**config.mk**
```make
export PLATFORM = sky130hd
export DESIGN_NAME = fetch_sequencer
export DESIGN_NICKNAME = d
export VERILOG_FILES = /design/src/rtl/fetch_pkg.sv /design/src/rtl/fetch_out_buffer.sv /design/src/rtl/fetch_sequencer.sv
export SDC_FILE = /design/constraint.sdc
export NUM_CORES = 1
export LEC_CHECK = 0
export BUFFER_PORTS_ARGS = -buffer_cell sky130_fd_sc_hd__buf_2
export CORE_ASPECT_RATIO = 1.75
export CORE_MARGIN = 1.5
export CORE_UTILIZATION = 45
export CTS_CLUSTER_DIAMETER = 60
export DETAILED_ROUTE_END_ITERATION = 16
export PLACE_DENSITY = 0.68
export SLEW_MARGIN = 15
export SYNTH_ARGS = -nofsm -noshare
export SYNTH_HDL_FRONTEND = slang
export SYNTH_SLANG_ARGS = --single-unit
```
**constraint.sdc**
```tcl
create_clock -name i_clock -period 5.25 [get_ports i_clock]
set_input_delay 0.2625 -clock i_clock [delete_from_list [all_inputs] [get_ports i_clock]]
set_output_delay 0.2625 -clock i_clock [all_outputs]
set_load 0.01 [all_outputs]
```
**src/rtl/fetch_pkg.sv**
```systemverilog
// fetch_pkg: shared constants for the instruction fetch sequencer.
// Imported by the sequencer, its output buffer and the bench.
package fetch_pkg;

  localparam logic [1:0] S_IDLE = 2'd0;
  localparam logic [1:0] S_REQ  = 2'd1;
  localparam logic [1:0] S_WAIT = 2'd2;
  localparam logic [1:0] S_HOLD = 2'd3;

  localparam int unsigned PC_STEP = 4;

  // canonical addi x0,x0,0 for bubble insertion downstream
  localparam logic [31:0] NOP = 32'h0000_0013;

endpackage

```
**src/rtl/fetch_out_buffer.sv**
```systemverilog
// fetch_out_buffer: registered output slot plus one skid entry
// between the fetch FSM and decode.
module fetch_out_buffer
  import fetch_pkg::*;
#(
  parameter int unsigned ADDR_WIDTH = 32
) (
  input  logic                  i_clock,
  input  logic                  i_reset_n,
  input  logic                  i_push,
  input  logic [ADDR_WIDTH-1:0] i_pc,
  input  logic [31:0]           i_data,
  input  logic                  i_pop,
  input  logic                  i_flush,
  output logic                  o_valid,
  output logic [ADDR_WIDTH-1:0] o_pc,
  output logic [31:0]           o_data,
  output logic                  o_full
);

  logic                  r_out_v;
  logic [ADDR_WIDTH-1:0] r_out_pc;
  logic [31:0]           r_out_d;
  logic                  r_skid_v;
  logic [ADDR_WIDTH-1:0] r_skid_pc;
  logic [31:0]           r_skid_d;
  logic                  w_out_free;

  assign w_out_free = ~r_out_v | i_pop;

  always_ff @(posedge i_clock or negedge i_reset_n) begin
    if (!i_reset_n) begin
      r_out_v   <= 1'b0;
      r_out_pc  <= '0;
      r_out_d   <= '0;
      r_skid_v  <= 1'b0;
      r_skid_pc <= '0;
      r_skid_d  <= '0;
    end else if (i_flush) begin
      r_out_v  <= 1'b0;
      r_skid_v <= 1'b0;
    end else if (w_out_free) begin
      // skid is older than any new push, so it drains first
      if (r_skid_v) begin
        r_out_v  <= 1'b1;
        r_out_pc <= r_skid_pc;
        r_out_d  <= r_skid_d;
        r_skid_v <= 1'b0;
      end else if (i_push) begin
        r_out_v  <= 1'b1;
        r_out_pc <= i_pc;
        r_out_d  <= i_data;
      end else begin
        r_out_v <= 1'b0;
      end
    end else if (i_push) begin
      r_skid_v  <= 1'b1;
      r_skid_pc <= i_pc;
      r_skid_d  <= i_data;
    end
  end

  assign o_valid = r_out_v;
  assign o_pc    = r_out_pc;
  assign o_data  = r_out_d;
  assign o_full  = r_skid_v;

endmodule

```
**src/rtl/fetch_sequencer.sv**
```systemverilog
// fetch_sequencer: PC owner and single-outstanding imem fetch FSM,
// with redirect kill/flush and a valid/ready port to decode.
module fetch_sequencer
  import fetch_pkg::*;
#(
  parameter int unsigned           ADDR_WIDTH = 32,
  parameter logic [ADDR_WIDTH-1:0] RESET_PC   = '0
) (
  input  logic                  i_clock,
  input  logic                  i_reset_n,
  input  logic                  i_fetch_enable,
  input  logic                  i_redirect_valid,
  input  logic [ADDR_WIDTH-1:0] i_redirect_pc,
  output logic                  o_imem_req,
  output logic [ADDR_WIDTH-1:0] o_imem_addr,
  input  logic                  i_imem_gnt,
  input  logic                  i_imem_rvalid,
  input  logic [31:0]           i_imem_rdata,
  output logic                  o_if_valid,
  input  logic                  i_if_ready,
  output logic [ADDR_WIDTH-1:0] o_if_pc,
  output logic [31:0]           o_if_instruction
);

  logic [1:0]            r_state;
  logic [ADDR_WIDTH-1:0] r_pc;
  logic [ADDR_WIDTH-1:0] r_req_pc;
  logic                  r_kill;

  logic [ADDR_WIDTH-1:0] w_target;
  logic [1:0]            w_resume;
  logic                  w_pop;
  logic                  w_push;
  logic                  w_full;

  assign w_target = i_redirect_pc & ~ADDR_WIDTH'(3);
  assign w_resume = i_fetch_enable ? S_REQ : S_IDLE;

  // a redirect squashes the decode handshake of the same cycle
  assign w_pop  = o_if_valid & i_if_ready & ~i_redirect_valid;
  assign w_push = (r_state == S_WAIT) & i_imem_rvalid
                & ~r_kill & ~i_redirect_valid;

  always_ff @(posedge i_clock or negedge i_reset_n) begin
    if (!i_reset_n) begin
      r_state  <= S_IDLE;
      r_pc     <= RESET_PC;
      r_req_pc <= '0;
      r_kill   <= 1'b0;
    end else begin
      unique case (r_state)
        S_IDLE: begin
          if (i_fetch_enable)
            r_state <= S_REQ;
        end
        S_REQ: begin
          if (i_imem_gnt) begin
            r_req_pc <= r_pc;
            r_kill   <= i_redirect_valid;
            r_state  <= S_WAIT;
          end
        end
        S_WAIT: begin
          if (i_imem_rvalid) begin
            r_kill <= 1'b0;
            if (w_push & o_if_valid & ~w_pop)
              r_state <= S_HOLD;
            else
              r_state <= w_resume;
          end else if (i_redirect_valid) begin
            r_kill <= 1'b1;
          end
        end
        S_HOLD: begin
          if (i_redirect_valid | w_pop | ~w_full)
            r_state <= w_resume;
        end
        default: r_state <= S_IDLE;
      endcase

      if (i_redirect_valid)
        r_pc <= w_target;
      else if ((r_state == S_REQ) & i_imem_gnt)
        r_pc <= r_pc + ADDR_WIDTH'(PC_STEP);
    end
  end

  assign o_imem_req  = (r_state == S_REQ);
  assign o_imem_addr = r_pc;

  fetch_out_buffer #(
    .ADDR_WIDTH(ADDR_WIDTH)
  ) u_out_buf (
    .i_clock  (i_clock),
    .i_reset_n(i_reset_n),
    .i_push   (w_push),
    .i_pc     (r_req_pc),
    .i_data   (i_imem_rdata),
    .i_pop    (w_pop),
    .i_flush  (i_redirect_valid),
    .o_valid  (o_if_valid),
    .o_pc     (o_if_pc),
    .o_data   (o_if_instruction),
    .o_full   (w_full)
  );

endmodule

```
Word level (Yosys, flattened, before mapping)
Cells that the tools add are included.
{"block": "word_totals", "regBits": 197, "latch_bits": 0, "ramBits": 0, "mem_bits_ro": 0, "inputBits": 71, "output_inout_bits": 98, "word_cells": 71, "n_memories": 0}
{"block": "classes", "add_sub_neg": 1, "multipliers": 0, "div": 0, "order_cmp": 0, "n_eq_ne": 8, "shift": 0, "n_mux": 24, "bitwise": 17, "n_reduce_logical": 11}
{"operator": "$mux 32", "n": 6}
{"operator": "$add 32x3->32 const B", "n": 1}
{"operator": "$mux 1", "n": 11}
{"operator": "$mux 2", "n": 5}
{"operator": "$reduce_and 3->1", "n": 3}
{"operator": "$and 1x1->1", "n": 8}
{"operator": "$pmux 2 s4", "n": 1}
{"operator": "$reduce_bool 2->1", "n": 4}
{"operator": "$ne 2x2->1 const B", "n": 3}
{"operator": "$not 1->1", "n": 6}
{"operator": "$eq 2x2->1 const B", "n": 2}
{"operator": "$reduce_and 4->1", "n": 1}
{"operator": "$ne 3x3->1 const B", "n": 1}
{"operator": "$or 1x1->1", "n": 3}
{"operator": "$reduce_bool 3->1", "n": 1}
{"operator": "$eq 2x1->1 const B", "n": 1}
{"operator": "$logic_not 2->1", "n": 1}
{"operator": "$ne 2x1->1 const B", "n": 1}
{"operator": "$pmux 1 s2", "n": 1}
{"operator": "$reduce_and 2->1", "n": 1}

Logic depth before layout (Yosys ltp)
{"block": "logic_depth", "ltp_word": 9, "mapped_depth": 7, "depth_no_buf": 5}

Cells and area by module
Synthesis repeated with hierarchy kept, for this count alone.
{"block": "unflattened", "hier_cells": 715, "hier_area_um2": 8852.2}
{"mod": "fetch_out_buffer", "instances": 1, "cells_per_inst": 349, "area_each_um2": 5693.0, "seq_area_each_um2": 3253.1}
{"mod": "fetch_sequencer", "instances": 1, "cells_per_inst": 366, "area_each_um2": 3159.3, "seq_area_each_um2": 1576.5}

Least setup slack after synthesis
OpenSTA, ideal clock, no wires.
{"block": "synth_timing", "path_kind": "reg2reg", "startpoint": "reg r_pc[2] (netlist: o_imem_addr[2])", "endpoint": "reg r_pc[24] (netlist: o_imem_addr[24])", "setup_time_ns": 0.082, "arrival_ns": 2.056, "required_ns": 5.168, "slack_ns": 3.112, "stages_incl_launch_ff": 7, "n_path_buf": 1, "synth_period_minus_slack_ns": 2.138, "path_cell_list": "dfrtp_1 -> ha_1 -> and2_1 -> or4b_1 -> buf_2 -> or4_1 -> a31oi_1"}
{"block": "synth_via", "elab_chain_cells": 3}
{"item": "start, declared", "line": "fetch_sequencer.sv:26", "source": "logic [ADDR_WIDTH-1:0] r_pc;"}
{"item": "start signal, assigned", "line": "fetch_sequencer.sv:82", "source": "r_pc <= w_target;"}
{"item": "start signal, assigned", "line": "fetch_sequencer.sv:84", "source": "r_pc <= r_pc + ADDR_WIDTH'(PC_STEP);"}
{"item": "$add 32x3->32", "line": "fetch_sequencer.sv:84"}
{"item": "$mux 32", "line": "fetch_sequencer.sv:83", "source": "else if ((r_state == S_REQ) & i_imem_gnt)"}
{"item": "$mux 32", "line": "fetch_sequencer.sv:81", "source": "if (i_redirect_valid)"}
No other way between the ends. The select of a mux whose other input is x is not followed.
A chain may end at the register's enable or synchronous reset.

Worst setup path in the final report
{"block": "layout_timing", "startpoint": "reg r_pc[5] (netlist: o_imem_addr[5])", "endpoint": "reg r_pc[18] (netlist: o_imem_addr[18])"}
The elaborated chain is that of the path after synthesis.

==> impl_results.md <==
- Max Freq: 0.356 GHz
- Area growth, synth to finish: 19.3%
- Pins Over Slew Limit: 0
- Cells after Synth: about 760
- Root buffer cell: clkbuf_16
- DR vias: a little under 6000
- Core area: around 0.018 mm2
- Post-cts resize count: 0
- Residual DRC: 0
- Std cell rows: 65
- CTS sink cnt: ~190
- Max-Cap Viols: 0
- Chip height: about 180 um
- WP data required: roughly 5.6 ns
- I/O pin total: ~170
- VDD IR-drop max: between 0.2 and 0.25 mV
- Nature of the critical path endpoint: register
- Slew headroom: 24.2%
- WS Path Type: reg -> reg
- Initial drt markers: 222
- Startpoint Class: register
- RePlAce Congestion: between 0.8 and 0.9
- Yosys cell types: 40
- Drt pass-1 iters: 4
- Setup violations, final: 0
- CTS H-tree depth: 4
- Die area: 0.0191 mm2
- Initial Util: 45.7%
- Syn avg cell area: between 10 and 15 um2
- Hold crit path type: in -> reg
- Setup TNS: 0 ns
- Cell Area, Synth: slightly above 0.008 mm2
- Post-synthesis async set-or-reset flop share: 100%
- TritonCTS clock tree: done
- Synthesized flop and latch total: roughly 190
- Hold Vio Cnt, Final: 0
- Largest net degree at the start of global routing: 93
- YS warnings: 0
- Seq/Total Area, Yosys: 57.5%
- Post-layout nets: between 900 and 1000
- Least-Margin Pin Slew: 1.14 ns
- Detailed placer's ending HPWL: around 12000 um
- Worst Skew: about 0.016 ns
- Final Cycle Share: ~54%
- EDFF count, synth: 0
- Die Wd: 105 um
- Share of post-route cells with drive strength above 1: 29.8%
- WL/cell: 15.2 um
- RSZ-0062 raised after global routing: no
- Vias per Instance: between 5 and 6
- Tmin final: roughly 2.8 ns
- Vias in the first global route: ~5800
- Leak pwr: 4.72 nW
- Clock latency on the worst-skew pair: 0.43 ns
- Status: complete, no violations
- GRT Total Usage: a little under a fifth
- Clk slew on worst S/H paths: 0.08 ns
- Antenna cells: 0
- Initial antenna violation count: 0
- WP data arrival: about 3.2 ns
- Pwr Density: about 430 mW/mm2
- Total CTS buffers: 17
- I/O Buffers: approximately 160
- Overflow after GRT: 0
- Deepest clock path buffer count: 2
- Wire length of the first global-routing pass: about 29000 um
- Ys flop type: dfrtp_1
- CP max FO: 30
- Final WL: 17400 um
- Fin Hold WS: about 0.033 ns
- Routed Antenna Nets: 0
registers in the layout, summed over array words and instances, names as in the netlist:
name / flops
o_imem_addr: 30
r_kill: 1
r_req_pc: 30
r_state: 2
u_out_buf.o_data: 32
u_out_buf.o_full: 1
u_out_buf.o_pc: 30
u_out_buf.o_valid: 1
u_out_buf.r_skid_d: 32
u_out_buf.r_skid_pc: 30
metrics by stage:
step	instances	area [um2]	utilization (%)	total power (W)	setup slack (ns)
after floorplan	760	8230	-	0.00258	3.11
final	1148	9810	54.6	0.00421	2.44
after global routing	1148	9810	54.6	0.00449	2.19
after detailed placement	1115	9220	51.3	0.00301	2.49
after global placement	1115	9220	51.3	0.00297	2.55
after CTS	1148	9810	54.6	0.00428	2.49
cell type report:
class	instances	area, um2
clock buffers	17	425
clock inverters	15	151
inverters	7	26.3
flip-flops and latches	189	4730
fillers	1644	8160
well taps	234	293
multi-input cells	514	3280
repair buffers	172	897
path summary, 6_finish.rpt:
kind | slack [ns] | endpoint | cells past startpoint | from
max in group asynchronous | 3.61 | u_out_buf.o_full$_DFFE_PN0P_ | 3 | i_reset_n
worst max register to register | 2.44 | o_imem_addr[18]$_DFFE_PN0N_ | 4 | o_imem_addr[5]$_DFFE_PN0N_
worst min-delay path | 0.03 | o_imem_addr[3]$_DFFE_PN0N_ | 3 | i_redirect_pc[3]
min in group asynchronous | 0.44 | r_req_pc[5]$_DFFE_PN0P_ | 2 | i_reset_n
worst min register to register | 0.47 | u_out_buf.o_pc[18]$_DFFE_PN0P_ | 2 | u_out_buf.o_pc[18]$_DFFE_PN0P_
worst max-delay path | 2.44 | o_imem_addr[18]$_DFFE_PN0N_ | 4 | o_imem_addr[5]$_DFFE_PN0N_
cell usage after synthesis, drive strengths merged (2+ instances only):
master / n / area (um2)
dfrtp: 189 / 4730
nand2: 165 / 619
o21ai: 82 / 410
mux2i: 63 / 631
mux2: 62 / 698
clkbuf: 37 / 139
nor2: 25 / 93.8
a31oi: 21 / 131
or4: 17 / 129
o31ai: 16 / 120
buf: 13 / 75.1
nand3: 11 / 55.1
nand4: 7 / 50.1
inv: 6 / 22.5
or3: 5 / 32.5
xnor2: 4 / 35.0
xor2: 4 / 35.0
a21oi: 3 / 15.0
and3: 3 / 18.8
and4: 3 / 26.3
nor3: 3 / 15.0
a211oi: 2 / 15.0
nor2b: 2 / 12.5
nor4: 2 / 12.5
routing by layer:
layer  vias up  global-route usage, %  share of wire, %
met4         0                   8.22               2.5
met1      2875                   24.2                45
li1       2932                      -                 -
met2       136                   31.9                49
met5         -                      0                 0
met3        25                   2.87               2.6
cells by family after synthesis:
group / share of synthesized area (%)
flip-flops: 57.5
buffers and inverters: 2.92
multiplexers: 16.2
other: 0.0456
AO/OA/AOI/OAI: 8.72
XOR/XNOR: 0.852
AND/OR/NAND/NOR: 13.6
adder cells (fa/ha/maj): 0.152
cell usage in the layout (no fill, tap or decap), types with 2 or more instances in the layout:
cell	count
buf_4	9
a21oi_1	3
inv_6	4
clkbuf_16	17
or3_1	4
buf_2	161
a31oi_1	21
and3_1	3
o21ai_0	82
clkinv_8	2
inv_1	6
nor4_1	2
xor2_1	4
nand2_1	164
nand3_1	11
nand4_1	6
nor3_1	3
a211oi_1	2
o31ai_1	16
nor2_1	25
and4_1	3
dfrtp_1	188
clkinv_4	3
mux2_2	62
mux2i_1	63
nor2b_1	2
inv_8	4
or4_1	16
conb_1	4
xnor2_1	4
worst max-delay path, cell delays in order (launching register included):
cell,delay [ns]
dfrtp_1,0.47
and4_1,0.34
nand4_1,0.86
or4_2,0.90
a31oi_1,0.17
power by group:
part | switching (W) | total (W) | internal [W]
Combinational | 0.000532 | 0.000919 | 0.000388
Sequential | 0.000240 | 0.00204 | 0.00180
Clock | 0.000618 | 0.00125 | 0.000635
repair_timing:
action                                 CTS  global route
setup buffers                            0             0
endpoints found under the hold margin   90             0
hold buffers                             1             0
Note: power is estimated with default switching activity, not from simulation.
